**config.mk**
```make
export PLATFORM = sky130hd
export DESIGN_NAME = midi_voice_allocator
export DESIGN_NICKNAME = d
export VERILOG_FILES = /design/src/rtl/midi_voice_allocator_pkg.sv /design/src/rtl/midi_voice_allocator_voice_slot.sv /design/src/rtl/midi_voice_allocator.sv
export SDC_FILE = /design/constraint.sdc
export NUM_CORES = 1
export LEC_CHECK = 0
export CORE_MARGIN = 1.5
export CORE_UTILIZATION = 45
export CTS_CLUSTER_DIAMETER = 200
export CTS_CLUSTER_SIZE = 16
export DETAILED_ROUTE_END_ITERATION = 7
export GPL_TIMING_DRIVEN = 0
export PLACE_DENSITY = 0.75
export REMOVE_ABC_BUFFERS = 1
export SYNTH_ARGS = -nofsm -noshare
export SYNTH_HDL_FRONTEND = slang
export SYNTH_SLANG_ARGS = --single-unit
```
**constraint.sdc**
```tcl
create_clock -name clk -period 3.7 [get_ports clk]
set_input_delay 0.74 -clock clk [delete_from_list [all_inputs] [get_ports clk]]
set_output_delay 0.74 -clock clk [all_outputs]
set_load 0.005 [all_outputs]
```
**src/rtl/midi_voice_allocator_pkg.sv**
```systemverilog
// Shared constants for the MIDI voice allocator: MIDI status nibbles, controller
// numbers, FSM state encodings and a small channel-filter helper.
package midi_voice_allocator_pkg;

  // MIDI status high nibbles
  localparam logic [3:0] MidiNoteOff = 4'h8;
  localparam logic [3:0] MidiNoteOn  = 4'h9;
  localparam logic [3:0] MidiCc      = 4'hB;

  // Controller numbers
  localparam logic [6:0] CcSustain     = 7'd64;
  localparam logic [6:0] CcAllNotesOff = 7'd123;

  // FSM state encodings
  localparam logic [1:0] StIdle  = 2'd0;
  localparam logic [1:0] StScan  = 2'd1;
  localparam logic [1:0] StApply = 2'd2;

  // True when MIDI channel chan is enabled in mask.
  function automatic logic chan_enabled(input logic [15:0] mask, input logic [3:0] chan);
    return mask[chan];
  endfunction

endpackage

```
**src/rtl/midi_voice_allocator_voice_slot.sv**
```systemverilog
// One voice slot: stores note, velocity, gate, sustain-held flag and a saturating age.
// Ports:
//   clk, rst_n    clock, asynchronous active-low reset
//   assign_en     (re)assign this slot to note_in/vel_in, gate on, age 0, trig pulse
//   release_en    gate off, held cleared (note-off without sustain)
//   hold_en       mark held (note-off while sustain pedal is down)
//   release_held  sustain pedal released: a held slot drops gate
//   clear_all     all-notes-off: gate and held cleared
//   age_en        another slot was assigned; increment age (saturating)
//   note_in/vel_in note and velocity to load on assign
//   gate/held/trig/note/vel/age slot state
module midi_voice_allocator_voice_slot #(
  parameter int unsigned AGE_BITS = 4
) (
  input  logic                clk,
  input  logic                rst_n,
  input  logic                assign_en,
  input  logic                release_en,
  input  logic                hold_en,
  input  logic                release_held,
  input  logic                clear_all,
  input  logic                age_en,
  input  logic [6:0]          note_in,
  input  logic [6:0]          vel_in,
  output logic                gate,
  output logic                held,
  output logic                trig,
  output logic [6:0]          note,
  output logic [6:0]          vel,
  output logic [AGE_BITS-1:0] age
);

  localparam logic [AGE_BITS-1:0] AgeMax = {AGE_BITS{1'b1}};

  logic                gate_q, held_q, trig_q;
  logic [6:0]          note_q, vel_q;
  logic [AGE_BITS-1:0] age_q;

  always_ff @(posedge clk or negedge rst_n) begin
    if (!rst_n) begin
      gate_q <= 1'b0;
      held_q <= 1'b0;
      trig_q <= 1'b0;
      note_q <= '0;
      vel_q  <= '0;
      age_q  <= '0;
    end else begin
      trig_q <= assign_en && !clear_all;
      if (clear_all) begin
        gate_q <= 1'b0;
        held_q <= 1'b0;
      end else if (assign_en) begin
        gate_q <= 1'b1;
        held_q <= 1'b0;
        note_q <= note_in;
        vel_q  <= vel_in;
        age_q  <= '0;
      end else begin
        if (release_en || (release_held && held_q)) begin
          gate_q <= 1'b0;
          held_q <= 1'b0;
        end else if (hold_en) begin
          held_q <= 1'b1;
        end
        if (age_en && age_q != AgeMax) begin
          age_q <= age_q + 1'b1;
        end
      end
    end
  end

  assign gate = gate_q;
  assign held = held_q;
  assign trig = trig_q;
  assign note = note_q;
  assign vel  = vel_q;
  assign age  = age_q;

endmodule

```
**src/rtl/midi_voice_allocator.sv**
```systemverilog
// Polyphonic MIDI voice allocator. Accepts parsed MIDI messages and assigns notes to
// NUM_VOICES slots with retrigger, oldest-voice stealing, sustain pedal, all-notes-off
// and a per-channel filter. Note messages go IDLE -> SCAN (one voice per cycle) -> APPLY.
// Ports:
//   clk, rst_n                   clock, asynchronous active-low reset
//   in_valid/in_ready            message handshake; in_ready is high only in IDLE
//   in_status/in_data1/in_data2  MIDI status, note/CC number, velocity/CC value
//   voice_gate/voice_trig        per-voice gate and 1-cycle (re)assign pulse
//   voice_note/voice_vel         per-voice note/velocity, voice i at [7i+6:7i]
module midi_voice_allocator
  import midi_voice_allocator_pkg::*;
#(
  parameter int unsigned NUM_VOICES   = 4,
  parameter logic [15:0] CHANNEL_MASK = 16'hFFFF,
  parameter int unsigned AGE_BITS     = 4
) (
  input  logic                    clk,
  input  logic                    rst_n,
  input  logic                    in_valid,
  output logic                    in_ready,
  input  logic [7:0]              in_status,
  input  logic [6:0]              in_data1,
  input  logic [6:0]              in_data2,
  output logic [NUM_VOICES-1:0]   voice_gate,
  output logic [NUM_VOICES-1:0]   voice_trig,
  output logic [7*NUM_VOICES-1:0] voice_note,
  output logic [7*NUM_VOICES-1:0] voice_vel
);

  localparam int unsigned IdxW = $clog2(NUM_VOICES);
  localparam logic [IdxW-1:0] LastIdx = IdxW'(NUM_VOICES - 1);

  logic [1:0]          state_q, state_d;
  logic [IdxW-1:0]     scan_idx_q, scan_idx_d;
  logic                is_on_q, is_on_d;
  logic [6:0]          note_q, note_d, vel_q, vel_d;
  logic                match_found_q, match_found_d, free_found_q, free_found_d;
  logic [IdxW-1:0]     match_idx_q, match_idx_d, free_idx_q, free_idx_d;
  logic [IdxW-1:0]     old_idx_q, old_idx_d;
  logic [AGE_BITS-1:0] old_age_q, old_age_d;
  logic                sustain_q, sustain_d;

  logic [NUM_VOICES-1:0] gate_w, held_w, trig_w;
  logic [6:0]            note_w [NUM_VOICES];
  logic [6:0]            vel_w  [NUM_VOICES];
  logic [AGE_BITS-1:0]   age_w  [NUM_VOICES];

  logic [NUM_VOICES-1:0] assign_v, release_v, hold_v, age_v;

  // Input decode
  logic       xfer, chan_ok, note_on_in, note_off_in, cc_in;
  logic       sus_set, sus_clr, all_off;
  logic [3:0] kind;

  assign in_ready = (state_q == StIdle);
  assign xfer     = in_valid && in_ready;
  assign kind     = in_status[7:4];
  assign chan_ok  = chan_enabled(CHANNEL_MASK, in_status[3:0]);

  assign note_on_in  = chan_ok && (kind == MidiNoteOn) && (in_data2 != 7'd0);
  assign note_off_in = chan_ok && ((kind == MidiNoteOff) ||
                                   ((kind == MidiNoteOn) && (in_data2 == 7'd0)));
  assign cc_in       = chan_ok && (kind == MidiCc);

  assign sus_set = xfer && cc_in && (in_data1 == CcSustain) && in_data2[6];
  assign sus_clr = xfer && cc_in && (in_data1 == CcSustain) && !in_data2[6];
  assign all_off = xfer && cc_in && (in_data1 == CcAllNotesOff);

  // Voice currently under the scan pointer
  logic                cur_gate, cur_match;
  logic [AGE_BITS-1:0] cur_age;

  assign cur_gate  = gate_w[scan_idx_q];
  assign cur_age   = age_w[scan_idx_q];
  assign cur_match = cur_gate && (note_w[scan_idx_q] == note_q);

  always_comb begin
    state_d       = state_q;
    scan_idx_d    = scan_idx_q;
    is_on_d       = is_on_q;
    note_d        = note_q;
    vel_d         = vel_q;
    match_found_d = match_found_q;
    match_idx_d   = match_idx_q;
    free_found_d  = free_found_q;
    free_idx_d    = free_idx_q;
    old_idx_d     = old_idx_q;
    old_age_d     = old_age_q;
    sustain_d     = sustain_q;

    unique case (state_q)
      StIdle: begin
        if (xfer && (note_on_in || note_off_in)) begin
          state_d    = StScan;
          scan_idx_d = '0;
          is_on_d    = note_on_in;
          note_d     = in_data1;
          vel_d      = in_data2;
        end
      end
      StScan: begin
        if (scan_idx_q == '0) begin
          // First visit seeds every candidate
          match_found_d = cur_match;
          match_idx_d   = '0;
          free_found_d  = !cur_gate;
          free_idx_d    = '0;
          old_idx_d     = '0;
          old_age_d     = cur_age;
        end else begin
          if (!match_found_q && cur_match) begin
            match_found_d = 1'b1;
            match_idx_d   = scan_idx_q;
          end
          if (!free_found_q && !cur_gate) begin
            free_found_d = 1'b1;
            free_idx_d   = scan_idx_q;
          end
          // Strictly greater keeps the lowest index on ties
          if (cur_age > old_age_q) begin
            old_idx_d = scan_idx_q;
            old_age_d = cur_age;
          end
        end
        if (scan_idx_q == LastIdx) begin
          state_d = StApply;
        end else begin
          scan_idx_d = scan_idx_q + 1'b1;
        end
      end
      StApply: state_d = StIdle;
      default: state_d = StIdle;
    endcase

    if (all_off) begin
      sustain_d = 1'b0;
    end else if (sus_set) begin
      sustain_d = 1'b1;
    end else if (sus_clr) begin
      sustain_d = 1'b0;
    end
  end

  // Per-voice strobes, active only in APPLY
  logic            applying;
  logic [IdxW-1:0] target;

  assign applying = (state_q == StApply);
  assign target   = match_found_q ? match_idx_q : (free_found_q ? free_idx_q : old_idx_q);

  always_comb begin
    assign_v  = '0;
    release_v = '0;
    hold_v    = '0;
    age_v     = '0;
    for (int i = 0; i < NUM_VOICES; i++) begin
      if (applying && is_on_q) begin
        assign_v[i] = (target == IdxW'(i));
        age_v[i]    = (target != IdxW'(i)) && gate_w[i];
      end
      if (applying && !is_on_q && match_found_q && (match_idx_q == IdxW'(i))) begin
        release_v[i] = !sustain_q;
        hold_v[i]    = sustain_q;
      end
    end
  end

  always_ff @(posedge clk or negedge rst_n) begin
    if (!rst_n) begin
      state_q       <= StIdle;
      scan_idx_q    <= '0;
      is_on_q       <= 1'b0;
      note_q        <= '0;
      vel_q         <= '0;
      match_found_q <= 1'b0;
      match_idx_q   <= '0;
      free_found_q  <= 1'b0;
      free_idx_q    <= '0;
      old_idx_q     <= '0;
      old_age_q     <= '0;
      sustain_q     <= 1'b0;
    end else begin
      state_q       <= state_d;
      scan_idx_q    <= scan_idx_d;
      is_on_q       <= is_on_d;
      note_q        <= note_d;
      vel_q         <= vel_d;
      match_found_q <= match_found_d;
      match_idx_q   <= match_idx_d;
      free_found_q  <= free_found_d;
      free_idx_q    <= free_idx_d;
      old_idx_q     <= old_idx_d;
      old_age_q     <= old_age_d;
      sustain_q     <= sustain_d;
    end
  end

  for (genvar i = 0; i < NUM_VOICES; i++) begin : g_voice
    midi_voice_allocator_voice_slot #(
      .AGE_BITS(AGE_BITS)
    ) u_slot (
      .clk         (clk),
      .rst_n       (rst_n),
      .assign_en   (assign_v[i]),
      .release_en  (release_v[i]),
      .hold_en     (hold_v[i]),
      .release_held(sus_clr),
      .clear_all   (all_off),
      .age_en      (age_v[i]),
      .note_in     (note_q),
      .vel_in      (vel_q),
      .gate        (gate_w[i]),
      .held        (held_w[i]),
      .trig        (trig_w[i]),
      .note        (note_w[i]),
      .vel         (vel_w[i]),
      .age         (age_w[i])
    );
    assign voice_note[7*i +: 7] = note_w[i];
    assign voice_vel[7*i +: 7]  = vel_w[i];
  end

  assign voice_gate = gate_w;
  assign voice_trig = trig_w;

endmodule

```
==> impl_metrics.json, run 1 <==
{
  "gr-total-overflow": 0,
  "start_util_pct": 46.36,
  "fin_cells": 647,
  "synth_top_family_by_area": "multiplexers",
  "hold_path.class": "input port to async pin",
  "vias": 3604,
  "final_core_util_pct": 60.43,
  "grt_pass1_vias": 3965,
  "cp-startpoint": "scan_idx_q[0]",
  "drtPass1Iterations": 6,
  "async_flop_share_pct": 100.0,
  "grt_use_met2_pct": 35.23,
  "cp_max_fo": 13,
  "diodes": 0,
  "layout_min_cycle_time_ps": 3187,
  "synthAdderAreaFrac_pct": 2.344,
  "post-route-drc-count": 1,
  "nets": 526,
  "postCtsResizedCells": 0,
  "use_met3_pct": 8.057,
  "dpl.cell_count": 615,
  "vias_per_cell": 5.570,
  "fmax_mhz": 313.7,
  "setup_viol": 0,
  "cp.buffers_inverters": 0,
  "path_class": "register to register",
  "synth.area.top_cells": "dfrtp_1 54%, mux2_2 17%, mux4_1 3.0%",
  "r2r-end": "old_age_q[1]",
  "port_buffers": 85,
  "failed_checks": "DRC",
  "reg2regPathDepth": 7,
  "synth_cells": 404,
  "grt_pass1_wl_um": 20330,
  "synth.top_cell.area_share_pct": 54.37,
  "path_clk_slew_ps": 60,
  "rsz0062_at_grt": "false",
  "wire_per_inst_um": 19.13,
  "worst_pin_slew_ps": 1136,
  "clock-sinks": 116,
  "final_max_slew_viol_count": 0,
  "rows": 39,
  "synth-compound-area-share_pct": 4.968,
  "hold_viol": 0,
  "fin_crit_sh_pct": 86.14,
  "ys.flop_type": "dfrtp_1",
  "layout-area-overhead-vs-synth_pct": 30.35,
  "cts_setup_buffers": 0,
  "cts_tree": "done",
  "cts_hold_buf": 0,
  "cp_slowest_cell": "dfrtp_1",
  "cts_buffers": 17,
  "htree_levels": 4,
  "cts_root_buffer": "clkbuf_16",
  "timing.max_cap.violations": 0,
  "synth_area_sq_mm": 0.005339,
  "skew_ps": 9.326,
  "postRouteAntennaNets": 0,
  "grt.total_usage_pct": 21.01,
  "crit_chain": "mux4_1 -> ha_1 -> nor2b_1 -> o21ai_0 -> a21oi_1 -> o21ai_1 -> mux2_2",
  "critPathLaunchType": "register",
  "dp_hpwl_um": 8300,
  "synthXorXnorAreaFrac_pct": 3.117,
  "cp.arrival_ps": 3470,
  "postSynthAreaPerCell_sq_um": 13.22,
  "busiest_layer": "met2",
  "regToRegSetupSlack_ps": 510,
  "postLayoutCellArea_sq_mm": 0.006959,
  "die-area_sq_mm": 0.01253,
  "yosysSeqAreaShare_pct": 54.37,
  "synthMuxAreaShare_pct": 23.22,
  "synth-warning-count": 0,
  "finalHoldWorstSlack_ps": 235.4,
  "synth-simple-area-share_pct": 8.624,
  "initialDrtViolationCount": 233,
  "worst_ep_required_time_ps": 3990,
  "irDropWorstVdd_uv": 447.8,
  "worstSkewPairLatency_ps": 410,
  "yosysUniqueCellTypes": 51,
  "cp-end-kind": "register",
  "die_h_um": 111.9,
  "routed_wl_um": 12380,
  "grt_max_degree": 79,
  "die_x_um": 111.9,
  "tns_ps": 0,
  "slew_headroom_pct": 24.25,
  "yosys.area.top_type": "dfrtp_1",
  "ys_ff_latch": 116,
  "ios": 90,
  "final_layout_size_suffix_gt1_share_pct": 25.60,
  "gp_congestion": 0.7892,
  "p_per_area_mw_per_mm2": 702.2,
  "rr_startpoint": "scan_idx_q[0]",
  "antenna_found_initial": 0,
  "fillers": 900,
  "max_stage_delay_ps": 850,
  "synth-edff-count": 0,
  "p_leak_nw": 3.217,
  "crit_family": "multiplexers",
  "clock_path_buffers": 2,
  "met1_usage_pct": 24.54,
  "placed_area_sq_mm": 0.006335,
  "core-area_sq_mm": 0.01152,
  "status": "finished with violations"
}
worst register-to-register path, delay by kind of cell, from the launching register on:
kind	cells	cell delay, ps
fa+ha+maj	1	310
simple gates	1	130
mux	2	1080
compound gates	3	700
flops	1	850
where the power goes:
group / total [W] / internal (W) / switching (W)
sequential: 0.00196 / 0.00158 / 0.000380
clock: 0.00171 / 0.00110 / 0.000602
combinational: 0.00122 / 0.000722 / 0.000495
total: 0.00489 / 0.00341 / 0.00148
cell type report:
class,count,area (sq um),share of cell area (%)
clock inverters,13,171.4,2.463
repair buffers,90,944.7,13.57
well taps,143,178.9,2.571
multi-input cells,255,2267,32.58
clock buffers,19,452.9,6.508
inverters,11,41.29,0.5933
flip-flops and latches,116,2903,41.71
synthesized netlist by cell type (all sizes together) (2+ instances only):
| cell type | number |
|---|---|
| or4 | 3 |
| dfrtp | 116 |
| nand2 | 22 |
| a311oi | 2 |
| o21bai | 2 |
| xor2 | 13 |
| a21oi | 4 |
| nand4 | 5 |
| nor2b | 4 |
| a21o | 2 |
| o22ai | 2 |
| a32o | 2 |
| and3 | 3 |
| mux2i | 8 |
| nand3 | 4 |
| inv | 11 |
| mux2 | 81 |
| and3b | 3 |
| nor3 | 7 |
| o21ai | 13 |
| mux4 | 10 |
| nor2 | 27 |
| a221o | 3 |
| and2 | 4 |
| xnor2 | 6 |
| buf | 21 |
| ha | 10 |
cell usage in the layout (no fill, tap or decap), types with 4 or more instances in the layout:
master / count
clkbuf_16: 17
dfrtp_1: 116
xor2_1: 13
mux4_2: 4
inv_6: 4
ha_1: 10
a21oi_1: 4
mux2i_1: 8
nor2_1: 25
nor3_1: 4
xnor2_1: 6
o21ai_0: 11
clkdlybuf4s50_1: 84
nand2_1: 22
mux2_2: 79
mux4_1: 6
and2_1: 4
nand4_1: 5
nand3_1: 4
inv_1: 11
registers in the layout, indices dropped and copies added (netlist names), 2 cells and up:
register             flops
vel_q                    7
note_q                   7
g_voice.u_slot.note     28
g_voice.u_slot.age      16
scan_idx_q               2
g_voice.u_slot.trig      4
old_age_q                4
match_idx_q              2
old_idx_q                2
g_voice.u_slot.gate      4
free_idx_q               2
g_voice.u_slot.held      4
state_q                  2
g_voice.u_slot.vel      28
layer usage:
metal / vias up / wire length, um
li1: 1639 / -
met1: 1850 / 4952
met2: 101 / 6372
met3: 14 / 857
met4: 0 / 197
met5: - / 0
per-stage QoR:
step	worst slack (ps)	power [W]
after floorplan	996.8	0.002563
after global placement	-2450	0.003119
after detailed placement	466.2	0.003180
after CTS	461.0	0.004920
after global routing	307.7	0.005123
final	512.7	0.004887
how the worst max path moves through the flow:
| stage | endpoint | cells after the start |
|---|---|---|
| 2_1_floorplan | old_age_q[0] | 7 |
| 3_3_place_gp | g_voice[3].u_slot.age[0] | 1 |
| 3_5_place_dp | old_age_q[1] | 7 |
| 4_1_cts | old_age_q[2] | 7 |
| 5_1_grt | old_age_q[2] | 7 |
| 6_report | old_age_q[1] | 7 |
cells by family after synthesis:
logic type / Yosys count
adder cells (fa/ha/maj): 10
AO/OA/AOI/OAI: 38
XOR/XNOR: 19
buffers and inverters: 33
flip-flops: 116
AND/OR/NAND/NOR: 89
multiplexers: 99
No activity file was read; power rests on OpenSTA's default activity.
==> inputs of run 2 (changes only) <==
--- a/config.mk
+++ b/config.mk
@@ -6,12 +6,12 @@
 export NUM_CORES = 1
 export LEC_CHECK = 0
 export CORE_MARGIN = 1.5
-export CORE_UTILIZATION = 45
+export CORE_UTILIZATION = 53
 export CTS_CLUSTER_DIAMETER = 200
 export CTS_CLUSTER_SIZE = 16
 export DETAILED_ROUTE_END_ITERATION = 7
 export GPL_TIMING_DRIVEN = 0
-export PLACE_DENSITY = 0.75
+export PLACE_DENSITY = 0.86
 export REMOVE_ABC_BUFFERS = 1
 export SYNTH_ARGS = -nofsm -noshare
 export SYNTH_HDL_FRONTEND = slang
==> run 2 against run 1 <==
Sequential power hardly changed. Non-clock buffer count stayed put. Flip-flop and latch count stayed put. Setup slack worse by 46 ps. Design area is 0.14% lower. Largest power group unchanged. Utilization is 11 points higher. Maximum frequency is 1.4% lower. Die area is 15% lower. The flow now finishes without violations.
==> impl_metrics.json, run 2 (same netlist as run 1, synthesis figures left out) <==
{
  "status": "complete, no violations",
  "initialDrtViolationCount": 353,
  "cts_tree": "done",
  "hold_path.class": "input port to async pin",
  "postRouteAntennaNets": 0,
  "slew_headroom_pct": 21.55,
  "rows": 36,
  "die-area_sq_mm": 0.01068,
  "cts_hold_buf": 0,
  "rsz0062_at_grt": "false",
  "max_stage_delay_ps": 860,
  "ios": 90,
  "diodes": 0,
  "grt_pass1_vias": 4029,
  "cts_setup_buffers": 0,
  "vias": 3814,
  "port_buffers": 85,
  "start_util_pct": 54.62,
  "vias_per_cell": 5.987,
  "cts_root_buffer": "clkbuf_8",
  "grt.total_usage_pct": 28.41,
  "cts_buffers": 17,
  "final_max_slew_viol_count": 0,
  "clock-sinks": 116,
  "post-place-ws_ps": 467.0,
  "timing.max_cap.violations": 0,
  "placed_area_sq_mm": 0.006335,
  "fmax_mhz": 309.3,
  "worstSkewPairLatency_ps": 530,
  "p_per_area_mw_per_mm2": 712.5,
  "layout_min_cycle_time_ps": 3233,
  "grt_max_degree": 64,
  "htree_levels": 4,
  "irDropWorstVdd_uv": 489.2,
  "worst_ep_required_time_ps": 4100,
  "regToRegSetupSlack_ps": 470,
  "setup_viol": 0,
  "path_class": "register to register",
  "path_clk_slew_ps": 60,
  "tns_ps": 0,
  "wire_per_inst_um": 22.17,
  "finalWorstSetupSlack_ps": 467.1,
  "drtPass1Iterations": 5,
  "cp.buffers_inverters": 0,
  "hold_viol": 0,
  "critPathLaunchType": "register",
  "intPower_w": 0.003420,
  "fillers": 578,
  "clock_path_buffers": 2,
  "layout_commonest_cell": "dfrtp_1",
  "worst_pin_slew_ps": 1177,
  "nets": 526,
  "p_leak_nw": 3.211,
  "fin_crit_sh_pct": 87.38,
  "gp_congestion": 0.8310,
  "grt_pass1_wl_um": 22020,
  "crit_chain": "mux4_1 -> ha_1 -> nor2b_1 -> o21ai_0 -> a21oi_1 -> o21ai_1 -> mux2_2",
  "postCtsResizedCells": 0,
  "die_x_um": 103.4,
  "routed_wl_um": 14130,
  "crit_family": "multiplexers",
  "gr-total-overflow": 0,
  "final_layout_size_suffix_gt1_share_pct": 25.20,
  "final_cell_mix": "116 x dfrtp_1, 84 x clkdlybuf4s50_1, 79 x mux2_2",
  "cp.arrival_ps": 3640,
  "cp-end-kind": "register",
  "postLayoutCellArea_sq_mm": 0.006949,
  "combPwrFrac_pct": 25.7,
  "p_switching_w": 0.001531,
  "dp_hpwl_um": 8703,
  "die_h_um": 103.4,
  "core-area_sq_mm": 0.009774,
  "final_core_util_pct": 71.10,
  "power.share.clock_pct": 34.3,
  "layout-area-overhead-vs-synth_pct": 30.16,
  "pwr-share-seq_pct": 40.1,
  "skew_ps": 8.254,
  "cp_slowest_cell": "dfrtp_1",
  "swShare_pct": 30.92,
  "post-route-drc-count": 0,
  "antenna_found_initial": 0,
  "cp_max_fo": 13
}
-- run 2: path summary, 6_finish.rpt --
path                                     startpoint                        end  cells after the start
hold / removal                                rst_n   g_voice[2].u_slot.vel[3]                      1
min in group clk           g_voice[2].u_slot.vel[6]   g_voice[2].u_slot.vel[6]                      1
hold reg to reg            g_voice[2].u_slot.vel[6]   g_voice[2].u_slot.vel[6]                      1
setup / recovery                      scan_idx_q[0]               old_age_q[1]                      7
max in group asynchronous                     rst_n  g_voice[3].u_slot.note[5]                      2
setup reg to reg                      scan_idx_q[0]               old_age_q[1]                      7
-- run 2: worst reg2reg max path: cells and delay by family (launching register included) --
| kind | cells | cell delay [ps] |
|---|---|---|
| flip-flops | 1 | 860 |
| adder cells (fa/ha/maj) | 1 | 310 |
| AND/OR/NAND/NOR | 1 | 130 |
| multiplexers | 2 | 1100 |
| AO/OA/AOI/OAI | 3 | 710 |
-- run 2: per-stage QoR --
stage,cells,hold WS [ps],total power (W)
floorplan,382,444.4,0.002563
global placement,600,489.3,0.003102
detailed placement,605,495.7,0.003201
CTS,637,326.5,0.004949
global route,637,386.1,0.005156
finish,637,325.4,0.004951
-- run 2: power by group through the flow --
stage | Combinational, W | Sequential (W) | Clock (W)
final | 0.00127 | 0.00198 | 0.00170
after global routing | 0.00136 | 0.00203 | 0.00176
after CTS | 0.00127 | 0.00198 | 0.00170
after detailed placement | 0.00123 | 0.00197 | 0
after global placement | 0.00116 | 0.00194 | 0
after floorplan | 0.000695 | 0.00187 | 0
-- run 2: metal layers --
layer / track usage, % / part of all wire (%) / wire (um)
met5: 0 / 0 / 0
met2: 47.71 / 51 / 7221
met4: 11.23 / 3.1 / 437
met1: 33.50 / 38 / 5399
met3: 10.15 / 7.6 / 1067
-- run 2: area by class of cell --
cell class	instances	area [sq um]	share of cell area (%)
inverter	11	41.29	0.5942
tap	133	166.4	2.395
sequential	116	2903	41.77
timing repair buffer	90	957.2	13.77
clock inverter	12	178.9	2.575
multi-input combinational	255	2267	32.63
clock buffer	20	435.4	6.266
